===== config.mk =====
export PLATFORM = sky130hd
export DESIGN_NAME = apb_reg_slave_flat
export DESIGN_NICKNAME = d
export VERILOG_FILES = /design/src/rtl/apb_reg_slave_if.sv /design/src/rtl/apb_reg_slave.sv /design/src/flat_wrapper.sv
export SDC_FILE = /design/constraint.sdc
export NUM_CORES = 1
export LEC_CHECK = 0
export BUFFER_PORTS_ARGS = -buffer_cell sky130_fd_sc_hd__buf_2
export CORE_UTILIZATION = 25
export CTS_BUF_LIST = sky130_fd_sc_hd__clkbuf_16
export CTS_CLUSTER_SIZE = 30
export DETAILED_ROUTE_END_ITERATION = 10
export PLACE_DENSITY_LB_ADDON = 0.08
export SYNTH_ARGS = -nofsm -noshare
export SYNTH_HDL_FRONTEND = slang
export SYNTH_SLANG_ARGS = --single-unit
export TNS_END_PERCENT = 50

===== constraint.sdc =====
create_clock -name pclk -period 2.9 [get_ports pclk]
set_clock_uncertainty 0.15 [all_clocks]
set_input_delay 0.435 -clock pclk [delete_from_list [all_inputs] [get_ports pclk]]
set_output_delay 0.435 -clock pclk [all_outputs]
set_load 0.005 [all_outputs]

===== src/rtl/apb_reg_slave_if.sv =====
// APB bus bundle between the pclk-domain master and the register-bank completer.
// The bus has no pready/pslverr: every transfer is zero-wait-state.
interface apb_reg_slave_if;
    logic        psel;
    logic        penable;
    logic [31:0] paddr;
    logic        pwrite;
    logic [31:0] pwdata;
    logic [31:0] prdata;

    modport master (
        output psel, penable, paddr, pwrite, pwdata,
        input  prdata
    );

    modport slave (
        input  psel, penable, paddr, pwrite, pwdata,
        output prdata
    );
endinterface


===== src/rtl/apb_reg_slave.sv =====
// Zero-wait-state APB register bank: NUM_REGS RW control registers plus a STATUS
// register at index NUM_REGS. It tracks the SETUP/ACCESS handshake and counts
// protocol violations. An erroneous transfer never writes a register.
module apb_reg_slave #(
    parameter logic [31:0] BASE_ADDR = 32'h0000_0000,
    parameter int          NUM_REGS  = 8
) (
    input  logic                     pclk,
    input  logic                     presetn,
    apb_reg_slave_if.slave           apb,
    output logic [NUM_REGS*32-1:0]   reg_q,
    output logic [NUM_REGS-1:0]      reg_wr_stb,
    output logic                     proto_err
);

    typedef enum logic [1:0] {
        ST_IDLE   = 2'd0,
        ST_SETUP  = 2'd1,
        ST_ACCESS = 2'd2
    } state_t;

    state_t              state_q, state_d;
    logic [31:0]         lat_addr_q, lat_addr_d;
    logic                lat_write_q, lat_write_d;
    logic [31:0]         lat_wdata_q, lat_wdata_d;
    logic [31:0]         regs_q [NUM_REGS];
    logic [31:0]         regs_d [NUM_REGS];
    logic [NUM_REGS-1:0] stb_q, stb_d;
    logic [7:0]          err_cnt_q, err_cnt_d;
    logic                proto_err_q, proto_err_d;
    logic                dec_err_q, dec_err_d;
    logic [31:0]         prdata_q, prdata_d;

    logic                err_s;
    logic                commit_s;
    logic                latch_s;
    logic [29:0]         word_off_s;
    logic                hit_s;
    logic [3:0]          idx_s;
    logic [31:0]         rd_val_s;
    logic [31:0]         status_s;

    // Saturating increment for the 8-bit error counter.
    function automatic logic [7:0] sat_inc8(input logic [7:0] v);
        if (v == 8'hFF) begin
            return 8'hFF;
        end else begin
            return v + 8'd1;
        end
    endfunction

    // Address decode of the live bus address and read-data mux.
    always_comb begin
        word_off_s = apb.paddr[31:2] - BASE_ADDR[31:2];
        hit_s      = (apb.paddr[1:0] == 2'b00) && (word_off_s <= 30'(NUM_REGS));
        idx_s      = word_off_s[3:0];
        status_s   = {22'd0, dec_err_q, proto_err_q, err_cnt_q};
        rd_val_s   = 32'd0;
        if (idx_s == 4'(NUM_REGS)) begin
            rd_val_s = status_s;
        end else begin
            for (int i = 0; i < NUM_REGS; i++) begin
                if (idx_s == 4'(i)) begin
                    rd_val_s = regs_q[i];
                end else begin
                    rd_val_s = rd_val_s;
                end
            end
        end
    end

    // Handshake FSM: next state, latch requests, commit and error events.
    always_comb begin
        state_d  = state_q;
        err_s    = 1'b0;
        commit_s = 1'b0;
        latch_s  = 1'b0;
        case (state_q)
            ST_IDLE: begin
                if (apb.psel && !apb.penable) begin
                    state_d = ST_SETUP;
                    latch_s = 1'b1;
                end else if (apb.psel && apb.penable) begin
                    state_d = ST_IDLE;
                    err_s   = 1'b1;
                end else begin
                    state_d = ST_IDLE;
                end
            end
            ST_SETUP: begin
                if (apb.psel && apb.penable) begin
                    if ((apb.paddr == lat_addr_q) && (apb.pwrite == lat_write_q) &&
                        (!apb.pwrite || (apb.pwdata == lat_wdata_q))) begin
                        state_d  = ST_ACCESS;
                        commit_s = 1'b1;
                    end else begin
                        state_d = ST_IDLE;
                        err_s   = 1'b1;
                    end
                end else if (apb.psel) begin
                    // Setup held for more than one cycle: flag it but follow the new values.
                    state_d = ST_SETUP;
                    err_s   = 1'b1;
                    latch_s = 1'b1;
                end else begin
                    state_d = ST_IDLE;
                    err_s   = 1'b1;
                end
            end
            ST_ACCESS: begin
                if (apb.psel && !apb.penable) begin
                    state_d = ST_SETUP;
                    latch_s = 1'b1;
                end else if (apb.psel && apb.penable) begin
                    state_d = ST_IDLE;
                    err_s   = 1'b1;
                end else begin
                    state_d = ST_IDLE;
                end
            end
            default: begin
                state_d = ST_IDLE;
            end
        endcase
    end

    // Datapath next values: latches, register writes, STATUS updates, read data.
    always_comb begin
        lat_addr_d  = lat_addr_q;
        lat_write_d = lat_write_q;
        lat_wdata_d = lat_wdata_q;
        regs_d      = regs_q;
        stb_d       = '0;
        err_cnt_d   = err_cnt_q;
        proto_err_d = proto_err_q;
        dec_err_d   = dec_err_q;
        prdata_d    = 32'd0;

        if (latch_s) begin
            lat_addr_d  = apb.paddr;
            lat_write_d = apb.pwrite;
            lat_wdata_d = apb.pwdata;
            prdata_d    = (!apb.pwrite && hit_s) ? rd_val_s : 32'd0;
        end else begin
            prdata_d    = 32'd0;
        end

        if (err_s) begin
            err_cnt_d   = sat_inc8(err_cnt_q);
            proto_err_d = 1'b1;
        end else begin
            err_cnt_d   = err_cnt_q;
        end

        // A clear-write applied after the error update so that the clear wins.
        if (commit_s) begin
            if (!hit_s) begin
                dec_err_d = 1'b1;
            end else if (apb.pwrite && (idx_s == 4'(NUM_REGS))) begin
                if (apb.pwdata[8]) begin
                    err_cnt_d   = 8'd0;
                    proto_err_d = 1'b0;
                end else begin
                    proto_err_d = proto_err_d;
                end
                if (apb.pwdata[9]) begin
                    dec_err_d = 1'b0;
                end else begin
                    dec_err_d = dec_err_d;
                end
            end else if (apb.pwrite) begin
                for (int i = 0; i < NUM_REGS; i++) begin
                    if (idx_s == 4'(i)) begin
                        regs_d[i] = apb.pwdata;
                        stb_d[i]  = 1'b1;
                    end else begin
                        regs_d[i] = regs_q[i];
                    end
                end
            end else begin
                dec_err_d = dec_err_d;
            end
        end else begin
            dec_err_d = dec_err_d;
        end
    end

    // State and datapath registers with asynchronous reset.
    always_ff @(posedge pclk or negedge presetn) begin
        if (!presetn) begin
            state_q     <= ST_IDLE;
            lat_addr_q  <= 32'd0;
            lat_write_q <= 1'b0;
            lat_wdata_q <= 32'd0;
            for (int i = 0; i < NUM_REGS; i++) begin
                regs_q[i] <= 32'd0;
            end
            stb_q       <= '0;
            err_cnt_q   <= 8'd0;
            proto_err_q <= 1'b0;
            dec_err_q   <= 1'b0;
            prdata_q    <= 32'd0;
        end else begin
            state_q     <= state_d;
            lat_addr_q  <= lat_addr_d;
            lat_write_q <= lat_write_d;
            lat_wdata_q <= lat_wdata_d;
            regs_q      <= regs_d;
            stb_q       <= stb_d;
            err_cnt_q   <= err_cnt_d;
            proto_err_q <= proto_err_d;
            dec_err_q   <= dec_err_d;
            prdata_q    <= prdata_d;
        end
    end

    // Flatten the register array onto the core-facing output bus.
    always_comb begin
        for (int i = 0; i < NUM_REGS; i++) begin
            reg_q[32*i +: 32] = regs_q[i];
        end
    end

    assign reg_wr_stb = stb_q;
    assign proto_err  = proto_err_q;
    assign apb.prdata = prdata_q;

endmodule


===== src/flat_wrapper.sv =====
// flat-port wrapper written by rule: the top's interface ports become plain ports
module apb_reg_slave_flat 
#(
    parameter logic [31:0] BASE_ADDR = 32'h0000_0000,
    parameter int          NUM_REGS  = 8
)
  (pclk, presetn, reg_q, reg_wr_stb, proto_err, apb_psel, apb_penable, apb_paddr, apb_pwrite, apb_pwdata, apb_prdata);
  apb_reg_slave_if apb_i ();
  input  logic pclk;
  input  logic presetn;
  output logic [NUM_REGS*32-1:0] reg_q;
  output logic [NUM_REGS-1:0] reg_wr_stb;
  output logic proto_err;
  input wire logic [$bits(apb_i.psel)-1:0] apb_psel;
  input wire logic [$bits(apb_i.penable)-1:0] apb_penable;
  input wire logic [$bits(apb_i.paddr)-1:0] apb_paddr;
  input wire logic [$bits(apb_i.pwrite)-1:0] apb_pwrite;
  input wire logic [$bits(apb_i.pwdata)-1:0] apb_pwdata;
  output wire logic [$bits(apb_i.prdata)-1:0] apb_prdata;
  assign apb_i.psel = apb_psel;
  assign apb_i.penable = apb_penable;
  assign apb_i.paddr = apb_paddr;
  assign apb_i.pwrite = apb_pwrite;
  assign apb_i.pwdata = apb_pwdata;
  assign apb_prdata = apb_i.prdata;
  apb_reg_slave #(.BASE_ADDR(BASE_ADDR), .NUM_REGS(NUM_REGS)) u_core (.pclk(pclk), .presetn(presetn), .apb(apb_i), .reg_q(reg_q), .reg_wr_stb(reg_wr_stb), .proto_err(proto_err));
endmodule

==> run summary, run 1 <==
Fillers -> 6612
Max Freq -> 0.359 GHz
Overall power -> 12000 uW
First-pass GRT wire length -> 94.6 mm
Count of distinct cell types in the synthesized netlist -> 41
Leakage power -> 0.0115 uW
WP buf/inv -> 5
Max rail drop VDD -> 0.416 mV
CTS tree -> yes
CTS buffer count -> 46
Total number of vias -> 12300
Share of layout cells above drive strength 1 -> 53.1%
Routed Antenna Nets -> 0
Post-synth net total -> 1326
Yosys warns -> 0
Die Area -> 0.0671 sq mm
Crit-path cells -> dlygate4sd3_1 > buf_2 > nor4_1 > nand3_1 > nor3_2 > buf_4 > nand3_4 > nor4b_4 > buf_6 > nand2_2 > buf_12 > mux2_2
Fin crit share -> 96.0%
Final net count -> 1792
Hold Crit Class -> in2reg
Design Area, Final -> 0.0221 sq mm
Pwr dens -> 541 mW/mm^2
Kind of critical path -> in2reg
Relative slew margins -> 60.5%
Pre-CTS setup slack -> -0.273 ns
Die Wd -> 259 um
Post-synthesis sequential area ratio -> 56.5%
Die Ht -> 259 um
Gr usage total -> 19.5%
DRC -> 0
Multi-input gate area -> 0.00698 sq mm
Max_cap viols -> 0
CTS root buf -> clkbuf_16
Vias per cell -> 4.72
Total placed instance area -> 0.0204 sq mm
Synth top area cells -> dfrtp_1 56%, mux2_2 22%, xnor2_1 2.9%
Final HPWL DP -> 46.2 mm
Crit-path leading delay family -> buffers and inverters
CORE AREA -> 0.0649 sq mm
CTS Sinks -> 373
GR Overflow Total -> 0
Clock tree buffer depth -> 3
WL/cell -> 25.3 um
Primary FF master, synth -> dfrtp_1
Most frequent cells in the layout -> 373 x dfrtp_1, 362 x buf_2, 322 x mux2_2
Boundary Pins -> 366
Slew Limit Fails -> 0
Vias in the first global route -> 12800
Dominant cell type by area after synthesis -> dfrtp_1
Final Hold Viols -> 0
IO buf count -> 365
Synth Cell Area -> 0.0165 sq mm
CP required -> 3.21 ns
Crit Path Max Fanout -> 20
CP endpoint kind -> register
EDFF count, synth -> 0
Syn_area_per_cell -> 13.2 sq um
Max incr delay on CP -> 0.55 ns
Site Rows -> 93
Initial antenna violation count -> 4
Largest net degree at the start of global routing -> 70
Clock latency on the worst-skew pair -> 0.58 ns
Final worst path period need -> 2.78 ns
1st-iter DRT viols -> 651
Outcome -> finished, final reports clean
CP max stage cell -> dlygate4sd3_1
Crit path launch type -> primary input
Yosys top cell area share -> 56.5%
Crit path DAT -> 3.09 ns
Worst slew pin tran -> 0.590 ns
Routability Congestion -> 0.773
Final wirelength -> 66.0 mm
Clock-pin slew on the worst setup and hold paths -> 0.06 ns
Async SR Flop Fraction -> 100%
Final setup viols -> 0
RSZ-0062 raised after global routing -> true
Initial Util -> 25.4%
Initial DRT Pass Iterations -> 5
Register area -> 0.00933 sq mm
Setup WS post-layout -> 0.116 ns
Commonest non-fill, non-tap cell in the layout -> dfrtp_1
Cells after Synth -> 1256
FF+latch count, synth -> 373
CTS H-tree lvls -> 2
Synth-to-Final Area Change -> 34.0%
## sequential cells by signal (all words and copies together) (netlist names)
register	cells
u_core.reg_q	256
u_core.apb.prdata	32
u_core.lat_addr_q	32
u_core.lat_wdata_q	32
u_core.err_cnt_q	8
u_core.reg_wr_stb	8
u_core.state_q	2
u_core.dec_err_q	1
u_core.lat_write_q	1
u_core.proto_err	1
## path summary, 6_finish.rpt
path | startpoint | to | slack (ns) | depth (start not counted)
min in group asynchronous | presetn | u_core.reg_q[72]$_DFFE_PN0P_ | 0.25 | 2
setup / recovery | apb_paddr[20] | u_core.reg_q[206]$_DFFE_PN0P_ | 0.12 | 12
max in group asynchronous | presetn | u_core.reg_q[182]$_DFFE_PN0P_ | 1.53 | 3
setup reg to reg | u_core.lat_wdata_q[25]$_DFFE_PN0P_ | u_core.reg_q[206]$_DFFE_PN0P_ | 0.14 | 10
hold / removal | apb_paddr[30] | u_core.lat_addr_q[30]$_DFFE_PN0P_ | 0.04 | 2
hold reg to reg | u_core.dec_err_q$_DFFE_PN0P_ | u_core.dec_err_q$_DFFE_PN0P_ | 0.36 | 1
## worst register-to-register path, delay by kind of cell (launching register included)
kind / cells / cell delay (ns)
buffers and inverters: 3 / 0.61
DFF: 1 / 0.41
and+or+nand+nor: 5 / 0.95
muxes: 1 / 0.31
xor gates and xnor gates: 1 / 0.21
## layout make-up
| cell class | count | area share (%) |
|---|---|---|
| inverters | 7 | 0.119 |
| clock inverters | 31 | 0.695 |
| repair buffers | 517 | 15.3 |
| multi-input cells | 777 | 31.5 |
| well taps | 855 | 4.83 |
| flip-flops and latches | 373 | 42.2 |
| diodes | 1 | 0.0113 |
| clock buffers | 47 | 5.31 |
## Yosys cell counts, types with 7 or more instances
cell type and instances:
a211oi_1 11, a21oi_1 26, a221oi_1 8, a222oi_1 8, a22o_1 19, a22oi_1 24, and3_1 13, buf_1 22
buf_2 17, clkbuf_1 60, dfrtp_1 373, inv_1 7, mux2_2 322, mux4_2 21, nand2_1 92, nand2b_1 13
nand4_1 17, nor2_1 41, nor2b_1 8, nor3_1 11, nor4_1 10, o21ai_0 31, xnor2_1 55
## timing repair
| action | in CTS | in global routing |
|---|---|---|
| hold buffers | 18 | 0 |
| endpoints found under the hold margin | 61 | 0 |
| buffers inserted | 0 | 2 |
| cloned | 0 | 3 |
| gates resized for setup | 4 | 21 |
| pin swaps | 0 | 7 |
| endpoints found under the setup margin | 256 | 272 |
## report_power, final
group	leakage [uW]	total (uW)	internal (uW)	switching, uW
Combinational	0.00579	1120	509	613
Clock	0.000690	5280	2980	2300
Sequential	0.00505	5570	5390	176
## per-stage QoR
stage | TNS (ns) | util, % | hold slack, ns | cells
3_3_place_gp | -64.93 | 31.4 | 0.257 | 2507
5_1_grt | -0.238 | 34.1 | 0.0172 | 2607
3_5_place_dp | -61.84 | 31.4 | 0.258 | 2507
2_1_floorplan | 0 | - | -0.0106 | 1256
6_report | 0 | 34.1 | 0.0356 | 2608
4_1_cts | 0 | 33.8 | 0.00355 | 2603
## metal layers
metal	GRT usage, %	share of wire [%]	up-vias
li1	-	-	5484
met1	26.0	44	6416
met2	32.1	49	330
met3	4.24	5.4	73
met4	4.65	2.0	8
met5	0	0.088	-
## cell families after synthesis
| family | share of synthesized area, % |
|---|---|
| AO/OA/AOI/OAI | 6.41 |
| flip-flops | 56.5 |
| XOR/XNOR | 2.92 |
| multiplexers | 25.2 |
| adder cells (fa/ha/maj) | 0.0757 |
| AND/OR/NAND/NOR | 6.39 |
| buffers and inverters | 2.54 |
No activity file was read; power rests on OpenSTA's default activity.
==> inputs of run 2 (changes only) <==
- ABC_AREA: default -> 1
==> run 2 against run 1 <==
Compared with the run above: die area about the same; core utilization is 1.5 points lower; synthesized cell count rose by 50%; register-to-register slack improved by 0.15 ns; area after synthesis hardly changed; global-route usage down 0.099 points; hold slack gained 0.0099 ns; critical path depth is 5 higher; final cell count increased by 21%; clock power up 7.4%; setup slack gained 0.026 ns.
==> run summary, run 2 <==
WP buf/inv -> 5 (unchanged)
Hold depth -> 3 (+1)
DRC -> 0 (unchanged)
Synth top area cells -> dfrtp_1 57%, nand2_1 13%, o21ai_1 6.7%
Final Non-Filler Cells -> 3166 (+21%)
Die Area -> 0.0671 sq mm (about the same)
Max incr delay on CP -> 0.52 ns (-0.03 ns)
Site Rows -> 93 (unchanged)
Critical path depth in cells -> 17 (+5)
Routability Congestion -> 0.781 (+1.1%)
Final HPWL DP -> 45.9 mm (-0.69%)
Post-CTS Setup Inserts -> 0 (unchanged)
CORE AREA -> 0.0648 sq mm (-0.18%)
Flop2flop setup slack -> 0.29 ns (+0.15 ns)
Cells after Synth -> 1878 (+50%)
Final TNS setup -> 0 ns (unchanged)
Final Hold Viols -> 0 (unchanged)
Top-count cell post-synth -> nand2_1
Commonest non-fill, non-tap cell in the layout -> nand2_1
Post-synthesis sequential area ratio -> 56.5% (about the same)
Worst R2R Path Depth -> 13 (+3)
Share of layout cells above drive strength 1 -> 23.6% (-29 points)
Clock latency on the worst-skew pair -> 0.58 ns (about the same)
Largest register FFs -> 256 (unchanged)
Relative slew margins -> 63.7% (+3.2 points)
EDFF count, synth -> 0 (unchanged)
Count of distinct cell types in the synthesized netlist -> 31 (-24%)
CP required -> 3.18 ns (-0.03 ns)
1st-iter DRT viols -> 897 (+38%)
RR Endpoint -> u_core.reg_q[222]$_DFFE_PN0P_
Most frequent cells in the layout -> 586 x nand2_1, 373 x dfrtp_1, 364 x buf_2
Max Freq -> 0.363 GHz (+0.95%)
Most frequent cell on the critical path -> nand2_1
Slew Limit Fails -> 0 (unchanged)
Yosys top cell area share -> 56.5% (about the same)
Max_cap viols -> 0 (unchanged)
Crit-path cells -> dlygate4sd3_1 > buf_2 > inv_2 > nand2_1 > nand2_1 > nand2_1 > nor2_1 > nand2_1 > nor2_2 > nand2_1 > nand2_1 > nand3_2 > inv_6 > nand3_4 > buf_12 > nand2_1 > o21ai_1
Initial antenna violation count -> 2 (-2)
Synth-to-Final Area Change -> 28.1%
Initial DRT Pass Iterations -> 5 (unchanged)
Vias per cell -> 4.52 (-4.3%)
CP max stage cell -> dlygate4sd3_1
Worst slew pin tran -> 0.544 ns (-0.0465 ns)
Synth Cell Area -> 0.0165 sq mm (about the same)
Synth Area in Adders -> 0.0758% (about the same)
Dominant cell type by area after synthesis -> dfrtp_1
Initial Util -> 25.5% (+0.030 points)
Clock power frac -> 47.1% (+3.0 points)
Post-synth net total -> 1948 (+47%)
Kind of critical path -> in2reg
Crit path DAT -> 3.04 ns (-0.05 ns)
CTS Sinks -> 373 (unchanged)
Pwr dens -> 569 mW/mm^2 (+5.3%)
Switching Fraction -> 25.0% (-0.77 points)
Post-Place Cells -> 3056 (+22%)
Final worst path period need -> 2.76 ns (-0.0261 ns)
Final net count -> 2346 (+31%)
Boundary Pins -> 366 (unchanged)
Largest family of logic cells by synthesized area -> simple AND/OR/NAND/NOR gates
Final setup viols -> 0 (unchanged)
Hold EP -> u_core.lat_addr_q[20]$_DFFE_PN0P_
Mux cell area share after synthesis -> 0% (-25 points)
Fin crit share -> 95.1% (-0.90 points)
Outcome -> finished, final reports clean
Gr usage total -> 19.4% (-0.099 points)
FF+latch count, synth -> 373 (unchanged)
Max rail drop VDD -> 0.369 mV (-11%)
CTS tree -> yes
Syn_area_per_cell -> 8.79 sq um (-33%)
Crit Path Max Fanout -> 65 (+230%)
Die Wd -> 259 um (about the same)
Die Ht -> 259 um (about the same)
Clock tree buffer depth -> 3 (unchanged)
CTS root buf -> clkbuf_16
CTS H-tree lvls -> 2 (unchanged)
Final wirelength -> 65.0 mm (-1.5%)
Hold Crit Class -> in2reg
Crit-path leading delay family -> simple AND/OR/NAND/NOR gates
CP endpoint kind -> register
Post-synthesis simple-gate area fraction -> 18.5% (+12 points)
Primary FF master, synth -> dfrtp_1
IO buf count -> 365 (unchanged)
Post-synth top cells -> 586 x nand2_1, 373 x dfrtp_1, 222 x o21ai_1, 130 x o21ai_0, 111 x inv_1
Combinational share of power -> 7.5% (-1.9 points)
HP Start -> apb_paddr[20]
Vias in the first global route -> 14300 (+11%)
RSZ-0062 raised after global routing -> false
First-pass GRT wire length -> 96.7 mm (+2.2%)
Total number of vias -> 14300 (+16%)
CTS buffer count -> 46 (unchanged)
Crit path launch type -> primary input
Yosys warns -> 0 (unchanged)
Leakage power -> 0.0109 uW (-5.8%)
R2r startpoint -> u_core.lat_wdata_q[28]$_DFFE_PN0P_
Async SR Flop Fraction -> 100% (unchanged)
WL/cell -> 20.5 um (-19%)
Routed Antenna Nets -> 0 (unchanged)
Fillers -> 6858 (+3.7%)
XOR/XNOR share of the synthesized area -> 1.96% (-0.95 points)
Largest net degree at the start of global routing -> 80 (+14%)
Sequential power share -> 45.4% (-1.1 points)
Sw power -> 3010 uW (-2.4%)
Clock-pin slew on the worst setup and hold paths -> 0.06 ns (about the same)
Post-synthesis compound-gate area fraction -> 15.8% (+9.4 points)
GR Overflow Total -> 0 (unchanged)
P_int -> 9030 uW (+1.6%)
==> run 2: cell types whose count changed in the layout (fill, tap and decap cells not counted), sizes merged, moves of 33 or more <==
cell | before | now
buf | 497 | 423
o21ai | 31 | 377
inv | 19 | 127
nand3 | 6 | 79
nor2 | 41 | 74
mux2 | 322 | 0
a21oi | 26 | 91
nand2 | 92 | 586
==> run 2: timing repair <==
item / in CTS / in global routing
endpoints found under the setup margin: 0 / 248
gates resized for setup: 0 / 2
hold buffers: 27 / 0
hold endpoints to repair: 60 / 0
==> run 2: power groups by stage <==
stage               clock network (uW)  registers (uW)  logic (uW)
detailed placement                   0            5560         894
floorplan                            0            5530         482
CTS                               5870            5470         928
global placement                     0            5560         889
global route                      6060            5480        1040
finish                            5670            5470         900
==> run 2: metal layers <==
layer,vias up,share of wire [%],GRT usage [%]
met1,6878,45,25.8
met3,89,6.2,4.31
met2,371,47,31.8
met4,2,2.0,4.70
li1,6962,-,-
met5,-,0.017,0
==> run 2: kinds of logic after synthesis <==
family / after synthesis
compound gates: 488
xor+xnor: 37
fa+ha+maj: 1
buf+inv: 220
flops: 373
simple gates: 759
==> run 2: area by class of cell <==
cell class	instances	area (sq um)	share of cell area, %
Timing Repair Buffer	450	2740	13.0
Tap cell	855	1070	5.06
Multi-Input combinational cell	1285	6090	28.8
Clock buffer	47	1180	5.56
Clock inverter	35	278	1.31
Inverter	120	457	2.16
Antenna cell	1	2.50	0.0118
Sequential cell	373	9330	44.1
==> run 2: worst max-delay path by stage <==
stage / slack (ns) / from / endpoint
floorplan: 0.81 / apb_paddr[10] / u_core.reg_q[240]$_DFFE_PN0P_
global placement: 0.008 / apb_pwdata[31] / u_core.reg_q[176]$_DFFE_PN0P_
detailed placement: 0.05 / apb_pwdata[31] / u_core.reg_q[182]$_DFFE_PN0P_
CTS: 0.11 / apb_pwdata[30] / u_core.reg_q[230]$_DFFE_PN0P_
global route: 0.02 / apb_paddr[12] / u_core.apb.prdata[16]$_DFF_PN0_
finish: 0.14 / apb_pwdata[31] / u_core.reg_q[222]$_DFFE_PN0P_
==> run 2: worst min-delay path, delay by kind of cell <==
family	cells	cell delay, ns
AOI/OAI and AO/OA	1	0.09
buffers and inverters	2	0.18
==> run 2: per-stage QoR <==
stage               total power, uW  hold WS [ns]  instance area (sq um)  setup slack, ns  utilization (%)
CTS                           12300       0.00522                  21100            0.112             32.6
global placement               6450         0.247                  19400          0.00770             30.0
floorplan                      6010       -0.0106                  16500            0.807                -
global route                  12600        0.0274                  21100           0.0191             32.6
detailed placement             6460         0.246                  19400           0.0467             30.0
finish                        12000        0.0456                  21200            0.142             32.6
